[src/rtl/mac_isa.sv]
// ----------------------------------------------------------------------------
// mac_isa : single-cycle instruction-driven 16-bit multiply-accumulate unit
// Revision: 1.0 - initial release
// ----------------------------------------------------------------------------
`default_nettype none

module mac_isa (
  input  logic        Clk,
  input  logic        rst,
  input  logic        en,
  input  logic [31:0] Inputs,
  output logic [7:0]  Control_out
);

  localparam logic [3:0] OP_NOP = 4'h0;
  localparam logic [3:0] OP_CLR = 4'h1;
  localparam logic [3:0] OP_MUL = 4'h2;
  localparam logic [3:0] OP_MAC = 4'h3;
  localparam logic [3:0] OP_ADD = 4'h4;
  localparam logic [3:0] OP_SUB = 4'h5;
  localparam logic [3:0] OP_SHR = 4'h6;
  localparam logic [3:0] OP_SHL = 4'h7;
  localparam logic [3:0] OP_AND = 4'h8;
  localparam logic [3:0] OP_OR  = 4'h9;
  localparam logic [3:0] OP_XOR = 4'hA;

  localparam logic [1:0] SEL_LO   = 2'b00;
  localparam logic [1:0] SEL_HI   = 2'b01;
  localparam logic [1:0] SEL_STAT = 2'b10;

  logic [3:0]  w_op;
  logic [1:0]  w_sel;
  logic [7:0]  w_a;
  logic [7:0]  w_b;
  logic [15:0] w_imm;
  logic [15:0] w_prod;
  logic [16:0] w_mac_sum;
  logic [16:0] w_add_sum;
  logic        w_borrow;

  logic [15:0] acc_q, acc_d;
  logic        z_q, z_d;
  logic        n_q, n_d;
  logic        v_q, v_d;
  logic        ill_q, ill_d;
  logic [3:0]  last_op_q, last_op_d;
  logic [7:0]  ctrl_q, ctrl_d;

  assign w_op      = Inputs[31:28];
  assign w_sel     = Inputs[25:24];
  assign w_a       = Inputs[15:8];
  assign w_b       = Inputs[7:0];
  assign w_imm     = Inputs[15:0];
  assign w_prod    = 16'(w_a) * 16'(w_b);
  assign w_mac_sum = {1'b0, acc_q} + {1'b0, w_prod};
  assign w_add_sum = {1'b0, acc_q} + {1'b0, w_imm};
  assign w_borrow  = (w_imm > acc_q);

  always_comb begin
    acc_d     = acc_q;
    v_d       = v_q;
    ill_d     = ill_q;
    last_op_d = last_op_q;
    z_d       = z_q;
    n_d       = n_q;
    if (en) begin
      ill_d     = 1'b0;
      last_op_d = w_op;
      case (w_op)
        OP_NOP: acc_d = acc_q;
        OP_CLR: begin
          acc_d = 16'h0000;
          v_d   = 1'b0;
        end
        OP_MUL: acc_d = w_prod;
        OP_MAC: begin
          acc_d = w_mac_sum[15:0];
          v_d   = v_q | w_mac_sum[16];
        end
        OP_ADD: begin
          acc_d = w_add_sum[15:0];
          v_d   = v_q | w_add_sum[16];
        end
        OP_SUB: begin
          acc_d = acc_q - w_imm;
          v_d   = v_q | w_borrow;
        end
        OP_SHR: acc_d = acc_q >> w_b[3:0];
        OP_SHL: acc_d = acc_q << w_b[3:0];
        OP_AND: acc_d = acc_q & w_imm;
        OP_OR:  acc_d = acc_q | w_imm;
        OP_XOR: acc_d = acc_q ^ w_imm;
        default: begin
          acc_d = acc_q;
          ill_d = 1'b1;
        end
      endcase
      z_d = (acc_d == 16'h0000);
      n_d = acc_d[15];
    end
  end

  // Output byte is built from the post-edge state so it shows this instruction's effect.
  always_comb begin
    ctrl_d = ctrl_q;
    if (en) begin
      case (w_sel)
        SEL_LO:   ctrl_d = acc_d[7:0];
        SEL_HI:   ctrl_d = acc_d[15:8];
        SEL_STAT: ctrl_d = {z_d, n_d, v_d, ill_d, last_op_d};
        default:  ctrl_d = 8'h00;
      endcase
    end
  end

  always_ff @(posedge Clk) begin
    if (!rst) begin
      acc_q     <= 16'h0000;
      z_q       <= 1'b0;
      n_q       <= 1'b0;
      v_q       <= 1'b0;
      ill_q     <= 1'b0;
      last_op_q <= 4'h0;
      ctrl_q    <= 8'h00;
    end else begin
      acc_q     <= acc_d;
      z_q       <= z_d;
      n_q       <= n_d;
      v_q       <= v_d;
      ill_q     <= ill_d;
      last_op_q <= last_op_d;
      ctrl_q    <= ctrl_d;
    end
  end

  assign Control_out = ctrl_q;

endmodule

`default_nettype wire

[config.mk]
export PLATFORM = sky130hd
export DESIGN_NAME = mac_isa
export DESIGN_NICKNAME = d
export VERILOG_FILES = /design/src/rtl/mac_isa.sv
export SDC_FILE = /design/constraint.sdc
export NUM_CORES = 1
export LEC_CHECK = 0
export ABC_CLOCK_PERIOD_IN_PS = 11900
export BUFFER_PORTS_ARGS = -buffer_cell sky130_fd_sc_hd__buf_2
export CORE_ASPECT_RATIO = 1.25
export CORE_MARGIN = 4
export CORE_UTILIZATION = 50
export DETAILED_ROUTE_END_ITERATION = 8
export PLACE_DENSITY = 0.77
export SLEW_MARGIN = 20
export SYNTH_ARGS = -nofsm -noshare
export SYNTH_HDL_FRONTEND = slang
export SYNTH_SLANG_ARGS = --single-unit
[constraint.sdc]
create_clock -name Clk -period 11.9 [get_ports Clk]
set_clock_uncertainty 0.05 [all_clocks]
set_input_delay 2.38 -clock Clk [delete_from_list [all_inputs] [get_ports Clk]]
set_output_delay 2.38 -clock Clk [all_outputs]
set_load 0.02 [all_outputs]
# [Word-level counts from Yosys, hierarchy flattened]
# Index checks and enable logic that the tools add are counted.
[word_totals] ff_bits=32 input_bits=35 out_inout_bits=8
[op_classes] n_addsub=3 n_mul=1 n_lt_le_gt_ge=1 eq_ne=12 shifts=2 n_mux=11 bitwise_logic=6 reduce_logical=4
[op_table] operator="one-hot mux 16 bit (10 select lines)" n=1
[op_table] operator="adder 16 x 16 -> 17 bit" n=2
[op_table] operator="2-to-1 mux 16 bit" n=2
[op_table] operator="one-hot mux 8 bit (3 select lines)" n=1
[op_table] operator="bitwise AND 16 bit" n=1
[op_table] operator="== test 4 x 3 -> 1 bit (second input constant)" n=4
[op_table] operator="> comparator 16 bit" n=1
[op_table] operator="zero test 16 bit" n=1
[op_table] operator="multiplier 8 x 8 -> 16 bit" n=1
[op_table] operator="bitwise OR 16 bit" n=1
[op_table] operator="<< shifter 16 x 4 -> 16 bit" n=1
[op_table] operator=">> shifter 16 x 4 -> 16 bit" n=1
[op_table] operator="subtractor 16 bit" n=1
[op_table] operator="XOR 16 bit" n=1
[op_table] operator="== test 4 bit (second input constant)" n=3
[op_table] operator="OR reduction 11 bit" n=1
[op_table] operator="== test 4 x 2 -> 1 bit (second input constant)" n=2
[op_table] operator="2-to-1 mux 1 bit" n=5
[op_table] operator="== test 4 x 1 -> 1 bit (second input constant)" n=1
[op_table] operator="zero test 4 bit" n=1
[op_table] operator="2-to-1 mux 4 bit" n=1
[op_table] operator="one-hot mux 1 bit (4 select lines)" n=1
[op_table] operator="bitwise OR 1 bit" n=3
[op_table] operator="== test 2 x 1 -> 1 bit (second input constant)" n=1
[op_table] operator="2 further kinds" n=2

# [Depth between registers and ports, before layout]
# Gate-level depths: netlist (run 1).
[logic_depth] ltp_word=7 mapped_depth=31

# [Worst setup path after synthesis (run 1)]
# No wires, ideal clock.
[synth_path] kind="input port to flip-flop" from="input port Inputs[2]" to="register ctrl_q[5] (netlist: Control_out[5])" setup_ps=122 arrival_time_ps=8933 required_ps=11728 setup_slack_ps=2795 stages=28 path_buffers=3 cell_sequence="clkbuf_1 -> buf_1 -> clkbuf_1 -> nand2_1 -> fa_1 -> fa_1 -> inv_1 -> fa_1 -> inv_1 -> fa_1 -> inv_1 -> ha_1 -> a21o_1 -> o21bai_1 -> o31a_1 -> and2_1 -> o21a_1 -> nor2_1 -> xnor2_1 -> ha_1 -> and3_1 -> a311o_1 -> xor2_1 -> a2111oi_1 -> inv_1 -> o22ai_1 -> mux2i_1 -> a221o_1"
[synth_via] elab_chain_cells=6 word_cells_on_any_way=16 classes_between="add/sub (3); mul (1); order compare (1); shift (2); mux (6); bitwise (3)"
[synth_rtl] element="start, declared" line_no="11" source="input logic [31:0] Inputs,"
[synth_rtl] element="multiplier 8 x 8 -> 16 bit" line_no="54" source="assign w_prod = 16'(w_a) * 16'(w_b);"
[synth_rtl] element="adder 16 x 16 -> 17 bit" line_no="55" source="assign w_mac_sum = {1'b0, acc_q} + {1'b0, w_prod};"
[synth_rtl] element="one-hot mux 16 bit (10 select lines) or bitwise OR 1 bit (tied branches)" line_no="69, 78"
[synth_rtl] element="2-to-1 mux 16 bit or one-hot mux 1 bit (4 select lines) (tied branches)" line_no="66, 69"
[synth_rtl] element="2-to-1 mux 16 bit or 2-to-1 mux 1 bit (tied branches)" line_no="66" source="if (en) begin"
[synth_rtl] element="one-hot mux 8 bit (3 select lines) *" line_no="107" source="case (w_sel)"
[synth_rtl] element="end signal, assigned" line_no="132" source="ctrl_q <= ctrl_d;"
[synth_rtl] element="end, declared" line_no="47" source="logic [7:0] ctrl_q, ctrl_d;"
# Every way passes the cells marked *; elsewhere a longest branch is shown, timed or not. The select of a mux whose other input is x is not followed.
# A chain may end at the register's enable or synchronous reset.

# [Final worst setup path (run 1)]
[layout_path] from="input port Inputs[0]" to="register ctrl_q[5] (netlist: Control_out[5])"
# The elaborated chain is that of the path after synthesis.

==> impl.org, run 1 <==
** Timing
- Transition time at the pin with the least slew margin :: 1190 ps
- Derived from the worst setup path, the maximum achievable clock frequency is 101 MHz.
- Post-route fraction of the period consumed by the critical path :: 83.5%
- The number of endpoints with negative hold slack in the final report was 0.
- Min cycle time layout :: 9940 ps
- After routing, the total negative slack on setup checks comes to 0 ps.
- Measured against its own limit, the worst slew margin works out to slightly above 20%.
- The count of pins over their slew limit is 0.
- Unrepaired setup endpoints after global routing :: false
- In the post-route analysis, the smallest setup slack over all paths is 1960 ps.
- Setup-failing EPs final :: 0

** Floorplan
- The initial utilization of the core area, before any placement, comes to between 50% and 60%.
- Row generation in the floorplan step produced just over 50 rows.
- Die Area :: 18100 µm²
- Total core area :: 15600 µm²
- Boundary pin count :: 43
- The die is 150 µm tall.
- From left edge to right edge, the die measures 121 µm.

** Setup path
- Cell family contributing the most delay on the critical path :: compound AO/OA/AOI/OAI gates
- Delay of the slowest critical-path stage :: between 700 and 800 ps
- The worst setup path is captured at a flip-flop.
- Setup slack on the worst reg-to-reg path comes out at between 7000 and 8000 ps.
- In this run the critical register-to-register path is captured at Control_out[7].
- The number of cells on the worst reg-to-reg path is 12.
- Logic depth of the worst setup path including buffers :: 24
- In this run the worst setup path terminates at Control_out[5].
- The critical path is of the input pin to flip-flop type.
- Reg-to-reg critical path startpoint :: acc_q[2]
- Among the stages of the critical path, the cell type that occurs most often is sky130_fd_sc_hd__fa_1.
- The most critical setup path has its startpoint at Inputs[0].
- Arrival time of the worst setup path :: 10030 ps
- The worst setup path is launched from an input pin.
- Data required time of the critical path :: approximately 12000 ps
- Count of buffer and inverter cells on the critical path :: 4
- Series of cell instances along the critical path :: buf_2, clkinv_1, nor2_1, fa_1, fa_1, inv_1, fa_1, inv_1, ha_1, a21o_1, a221oi_1, xnor2_1, ha_1, a211oi_1, nand2_1, nor3_1, o21ai_0, a31o_2, a21o_1, a21oi_1, o221ai_1, o211ai_1, nor2_1, a221o_1
- Of all nets on the critical path, the largest fanout is 42.
- Cell with the largest stage delay on the worst path :: sky130_fd_sc_hd__a221oi_1

** Yosys
- Synthesis produced a netlist with a net count of between 1000 and 1500.
- Yosys mapped the design onto 77 distinct sky130hd cell types.
- Gate count of the mapped netlist :: 1087
- In this run, synthesis inferred 0 flip-flops with an integrated enable.
- Sequential elements use 6.25% of the synthesized area.
- The synthesized netlist occupies a cell area of approximately 8000 µm².
- Avg Cell Area, Syn :: approximately 7.4 µm²
- Count of yosys warnings during synthesis :: 0
- After synthesis the netlist holds a flip-flop and latch count of 25.
- In the synthesized netlist the dominant register cell turns out to be sky130_fd_sc_hd__dfxtp_1.
- For this run, asynchronously set or reset flops after synthesis account for 0%.

** Outcome
- The flow ran to the end, and the final reports show no timing, DRC or antenna violations.

** Route
- Wires add up to 30.7 mm.
- Pre-Repair DR Iteration Count :: 5
- First-iteration detailed-routing DRC count :: 925
- After detailed routing, the average wire length per cell comes to between 20 and 25 µm.
- Vias per inst :: around 6.8
- Antenna Nets Post-Route :: 0
- In the routed design, unresolved DRC markers number 0.
- Total via count after detailed routing :: 8685

** Clock tree
- The number of setup buffers added after CTS is 0.
- The tree built by TritonCTS fans out to 25 sinks.
- CTS built an H-tree with a depth of 1.
- Clock latency of the later-clocked register in the worst-skew pair :: 260 ps
- Clock transition at the registers of the reported paths :: approximately 60 ps
- Hold-fix buffer count after cts :: 0
- CTS Buffer Depth :: 2
- The cell sitting at the root of the clock tree is a sky130_fd_sc_hd__clkbuf_16.
- Total CTS buffers :: 3
- Clock tree from TritonCTS :: yes
- Post-CTS repair changed the size of 0 cells.

** Finish
- In the final layout, the share of cells above drive strength 1 is 7.54%.
- Final layout net count :: around 1300
- The layout has between 1500 and 2000 filler cells.
- Leaving out filler cells and counting taps, the final layout contains 1286.
- Synth-to-layout area growth :: 4.17%
- 0 antenna diodes ended up in the layout.

** Power
- Static Leakage :: 3.78 nW
- Power spread over the standard cell area amounts to 133 nW/µm².
- Largest vdd supply drop :: 0.150 mV

** Worst hold path
- Worst Hold Class :: flip-flop to flip-flop

** Global routing
- The number of antenna violations at the first check in global routing came to 0.
- Number of global-route vias before repair :: 8326
- The first global-routing pass estimated between 40 and 50 mm of wire.
- Global routing finished with a remaining overflow of 0.
- Global Route Usage Sum :: 33.5%
- Entering global routing, the biggest net connects 45 pins.

** Place
- The count of buffers added on input and output ports is 32.
- Worst slack after detailed placement :: 1980 ps
- Including well taps, the total number of placed cells is 1282.
- After legalization and detailed placement, the total HPWL measured roughly 24 mm.
- RePlAce Congestion :: 1.04

** Run
- Max-cap violations in this run came to 0.
==> worst register-to-register path: stages (launching register included) <==
cell                       delay (ps)
sky130_fd_sc_hd__dfxtp_1          640
sky130_fd_sc_hd__inv_1            260
sky130_fd_sc_hd__ha_1             480
sky130_fd_sc_hd__a21o_1           240
sky130_fd_sc_hd__a221oi_1         640
sky130_fd_sc_hd__o21ai_1          210
sky130_fd_sc_hd__a221o_1          350
sky130_fd_sc_hd__a221o_1          390
sky130_fd_sc_hd__a221o_1          360
sky130_fd_sc_hd__nor4_1           370
sky130_fd_sc_hd__o2111a_1         230
sky130_fd_sc_hd__nand3_1           90
sky130_fd_sc_hd__a31oi_1          200
==> cells by family after synthesis <==
| group | Yosys count | share of synthesized area (%) |
|---|---|---|
| AND/OR/NAND/NOR | 336 | 19.5 |
| AO/OA/AOI/OAI | 327 | 28.1 |
| buffers and inverters | 171 | 8.31 |
| adder cells (fa/ha/maj) | 140 | 25.5 |
| multiplexers | 53 | 8.54 |
| XOR/XNOR | 35 | 3.83 |
| flip-flops | 25 | 6.25 |
==> layer usage <==
metal / vias to the layer above / GRT usage (%) / routed length (µm)
met5: - / 0 / 0
met4: 0 / 15.4 / 1830
met3: 127 / 5.48 / 2950
met2: 534 / 54.2 / 13800
met1: 4122 / 43.8 / 12100
li1: 3902 / - / -
==> power breakdown <==
| part | switching (mW) | leakage (nW) | internal, mW | total, mW |
|---|---|---|---|---|
| Combinational | 0.576 | 3.54 | 0.351 | 0.928 |
| Clock | 0.0274 | 0.0382 | 0.0457 | 0.0731 |
| Sequential | 0.0214 | 0.206 | 0.0912 | 0.113 |
==> cell type report <==
cell class / instances / area [µm²] / share of cell area, %
inverters: 112 / 420 / 5.04
repair buffers: 42 / 235 / 2.82
well taps: 212 / 265 / 3.18
multi-input cells: 891 / 6850 / 82.0
clock buffers: 4 / 78.8 / 0.944
flip-flops and latches: 25 / 500 / 6.00
==> cells in the mapped netlist (14+ instances only) <==
master,instances,area (µm²)
sky130_fd_sc_hd__dfxtp_1,25,500
sky130_fd_sc_hd__xnor2_1,22,193
sky130_fd_sc_hd__o211ai_1,17,128
sky130_fd_sc_hd__nand2_1,91,342
sky130_fd_sc_hd__fa_1,39,781
sky130_fd_sc_hd__nor2_1,122,458
sky130_fd_sc_hd__o21ai_0,45,225
sky130_fd_sc_hd__a211oi_1,23,173
sky130_fd_sc_hd__mux2i_1,26,260
sky130_fd_sc_hd__a21oi_1,72,360
sky130_fd_sc_hd__o22ai_1,18,113
sky130_fd_sc_hd__nor3_1,14,70.1
sky130_fd_sc_hd__a21o_1,23,173
sky130_fd_sc_hd__clkbuf_1,40,150
sky130_fd_sc_hd__nand3_1,19,95.1
sky130_fd_sc_hd__inv_1,104,390
sky130_fd_sc_hd__ha_1,101,1260
==> worst min path at each step <==
stage / from / end / slack [ps] / cells past startpoint
global placement: Control_out[1] / Control_out[1] / 430 / 2
global route: Control_out[2] / Control_out[2] / 510 / 2
floorplan: v_q / v_q / 450 / 2
CTS: Control_out[1] / Control_out[1] / 460 / 2
finish: Control_out[1] / Control_out[1] / 450 / 2
detailed placement: Control_out[1] / Control_out[1] / 450 / 2
==> stage by stage <==
step                      total power [mW]  cell area [µm²]  util, %  hold WS (ps)
final                                 1.11             8350     53.4           455
after floorplan                      0.764             8010        -           448
after detailed placement              1.01             8270     52.9           449
after global routing                  1.20             8350     53.4           514
after global placement               0.996             8270     52.9           432
after CTS                             1.09             8350     53.4           463
==> placed cells by master, fill, tap and decap left out, drive strengths merged, types with 17 or more instances in the layout <==
cell    synthesis  routed
nor2          122     122
inv           104     104
ha            101     101
nand2          91      91
a21oi          72      72
o21ai          47      47
buf            19      42
fa             39      39
mux2i          26      26
dfxtp          25      25
a21o           23      23
a211oi         23      23
xnor2          22      22
nand3          19      19
o22ai          18      18
o211ai         17      17
mux2           17      17
==> state kept, by name, summed over array words and instances (netlist names) <==
name	count
acc_q	16
Control_out	8
v_q	1
(Power assumes the default switching activity.)
==> run 2, diff against run 1 <==
Settings changed: ABC_CLOCK_PERIOD_IN_PS 11900 to 9400.
Clock period 11.9 ns to 9.4 ns, I/O delays scaled along.
==> run 2 against run 1 <==
Via count increased by 1.1%. Sequential power rose by 28%. Cell count rose by 0.47%. Power rose by 26%. Final area up 0.58%. Utilization up 0.31 points. Critical endpoint unchanged. Critical path depth is 2 higher. Largest cell class unchanged. Die area unchanged.
==> impl.org, run 2 (synthesis results as in run 1) <==
** Timing
- Max Fclk :: 119 MHz
- At the pin with the least slew margin, the transition time is 896 ps.
- Subtracting the final worst setup slack from the clock period gives 8440 ps.
- The number of endpoints with negative hold slack in the final report came to 0.
- Unrepaired setup endpoints after global routing :: false
- Worst slew margin relative to its limit :: roughly 40%
- Of the available clock period, the critical path in the final layout requires 89.7%.
- Setup violations remaining at the end of the flow were counted as 0.
- Final sum of negative setup slack :: 0 ps
- The count of pins over their slew limit was 0.

** Floorplan
- The core region is 15600 µm².
- In this run the vertical extent of the chip is 150 µm.
- From left edge to right edge, the die measures 121 µm.
- Row generation in the floorplan step produced 51 rows.
- Boundary pin count :: 43
- Initial core utilization :: 51.3%
- Die Area :: between 15000 and 20000 µm²

** Place
- The congestion estimate from routability-driven global placement came to 1.07.
- Number of I/O port buffers :: 32
- Summed over all nets, the half-perimeter wirelength after detailed placement is roughly 24 mm.

** Clock tree
- Clock-pin slew was measured on the worst setup and hold paths at 60 ps.
- CTS Buffer Depth :: 2
- Root buffer cell :: sky130_fd_sc_hd__clkbuf_16
- Post-CTS setup-driven buffer insertion count :: 0
- Hold-fix buffer count after cts :: 0
- Number of sinks on the clock net :: 25
- TritonCTS built the clock tree.
- H-tree depth reported by CTS :: 1
- Buffers inserted during clock tree synthesis total 3.
- For the worst-skew pair, the clock arrives at the later sink with an insertion delay of around 260 ps.
- CTS-repair resized insts :: 0

** Worst hold path
- The worst hold path belongs to the class flip-flop to flip-flop.
- The worst hold path was traced through 2 stages.
- Startpoint of the most critical hold path :: Control_out[1]
- For hold timing, the worst endpoint is Control_out[1].

** Setup path
- Setup crit end kind :: flip-flop
- The worst register-to-register path has a setup slack of 4810 ps.
- Data arrives at the worst endpoint at roughly 8500 ps.
- The number of cells on the worst reg-to-reg path is 12.
- Data required time of the critical path :: about 9500 ps
- The largest single stage delay on the critical path is 570 ps.
- Critical path class :: input pin to flip-flop
- Of all nets on the critical path, the largest fanout is 9.
- The most numerous cell type found on the critical path is sky130_fd_sc_hd__fa_1.
- Reg2Reg Capture Point :: Control_out[7]
- Element type at the critical path start :: input pin
- Among all stages on the critical path, the largest delay is contributed by sky130_fd_sc_hd__a2111oi_1.
- Reg-to-reg critical path startpoint :: acc_q[5]

** Finish
- Leaving out fill and tap cells, the most frequent cells in the layout are sky130_fd_sc_hd__nor2_1, sky130_fd_sc_hd__inv_1, sky130_fd_sc_hd__ha_1.
- At the end of the flow, the number of nets in the layout was around 1300.
- Leaving out fill and tap cells, the most frequent cell in the layout is sky130_fd_sc_hd__nor2_1.
- Number of flip-flops under the largest register name :: 16
- Layout fillers :: 1554
- Compared with the post-synthesis result, the final layout area differs by 4.78%.
- Final cell utilization of the core :: a little over half
- Cells with a size suffix above 1 make up 8.15% of the layout.
- Register with the highest flop count :: acc_q
- The repair_antennas step left the layout with diodes totalling 0.

** Route
- Wire length after detailed routing :: a little over 30 mm
- After detailed routing, the number of vias per cell comes to just under 7.
- Antenna Nets Post-Route :: 0
- WL per Instance :: about 24 µm
- Drc violations :: 0
- Before antenna repair, the detailed router went through 6 iterations.
- The detailed router finished its first iteration with roughly 900 violations.
- Total via count after detailed routing :: 8782

** Power
- Power spread over the standard cell area amounts to ~170 nW/µm².
- Largest vdd supply drop :: 0.140 mV
- Static Leakage :: 3.81 nW

** Run
- Maximum capacitance violations :: 0

** Global routing
- Entering global routing, the biggest net connects 45 pins.
- Global routing finished with a remaining overflow of 0.
- In the global route stage, overall resource usage came out at between 30% and 40%.
- Number of antenna violations at the first check in global routing :: 0
- Wire length of the first global-routing pass :: 46.9 mm
- Number of global-route vias before repair :: 8156

** Outcome
- The flow ran to the end, and the final reports show no timing, DRC or antenna violations.
[run 2: cell types whose count changed in the layout (fill, tap and decap cells not counted), sizes merged]
cell | before | now
buf | 42 | 48
clkinvlp | 0 | 1
clkbuf | 4 | 3
[run 2: layout make-up]
class / instances / area [µm²] / share of cell area (%)
multi-input combinational: 891 / 6850 / 81.6
clock inverter: 1 / 7.51 / 0.0894
tap: 212 / 265 / 3.16
clock buffer: 3 / 75.1 / 0.894
inverter: 112 / 420 / 5.01
timing repair buffer: 48 / 280 / 3.34
sequential: 25 / 500 / 5.96
[run 2: metal layers]
layer  GRT usage [%]  routed length, µm
met1            44.4              12000
met4            18.4               2280
met5               0                  0
met3            3.97               2810
met2            51.8              13500
[run 2: worst max path at each step]
stage                from  depth (start not counted)  slack (ps)        endpoint
3_3_place_gp    Inputs[3]                         26         920  Control_out[5]
5_1_grt        Inputs[12]                         28         600  Control_out[7]
6_report       Inputs[12]                         26         960  Control_out[5]
3_5_place_dp    Inputs[3]                         26         850  Control_out[5]
4_1_cts        Inputs[12]                         26        1090  Control_out[5]
2_1_floorplan   Inputs[2]                         28         800  Control_out[5]
[run 2: critical path: cells and delay by family]
family          cells  cell delay, ps
buf+inv             5             750
mux                 1             110
xor+xnor            2             320
compound gates      8            2330
simple gates        4             800
fa+ha+maj           6            2350
[run 2: where the power goes]
part | internal (mW) | switching (mW) | leakage (nW) | total [mW]
registers | 0.115 | 0.0295 | 0.206 | 0.145
logic | 0.448 | 0.717 | 3.57 | 1.16
clock network | 0.0578 | 0.0392 | 0.0371 | 0.0971
total | 0.621 | 0.786 | 3.81 | 1.41
[run 2: per-stage QoR]
stage               instances  instance area [µm²]  hold WS, ps  worst slack, ps  power (mW)
floorplan                1087                 8010          448              795       0.968
global placement         1288                 8310          428              918        1.26
detailed placement       1288                 8310          439              852        1.27
CTS                      1292                 8400          454             1090        1.38
global route             1292                 8400          507              603        1.51
finish                   1292                 8400          449              964        1.41
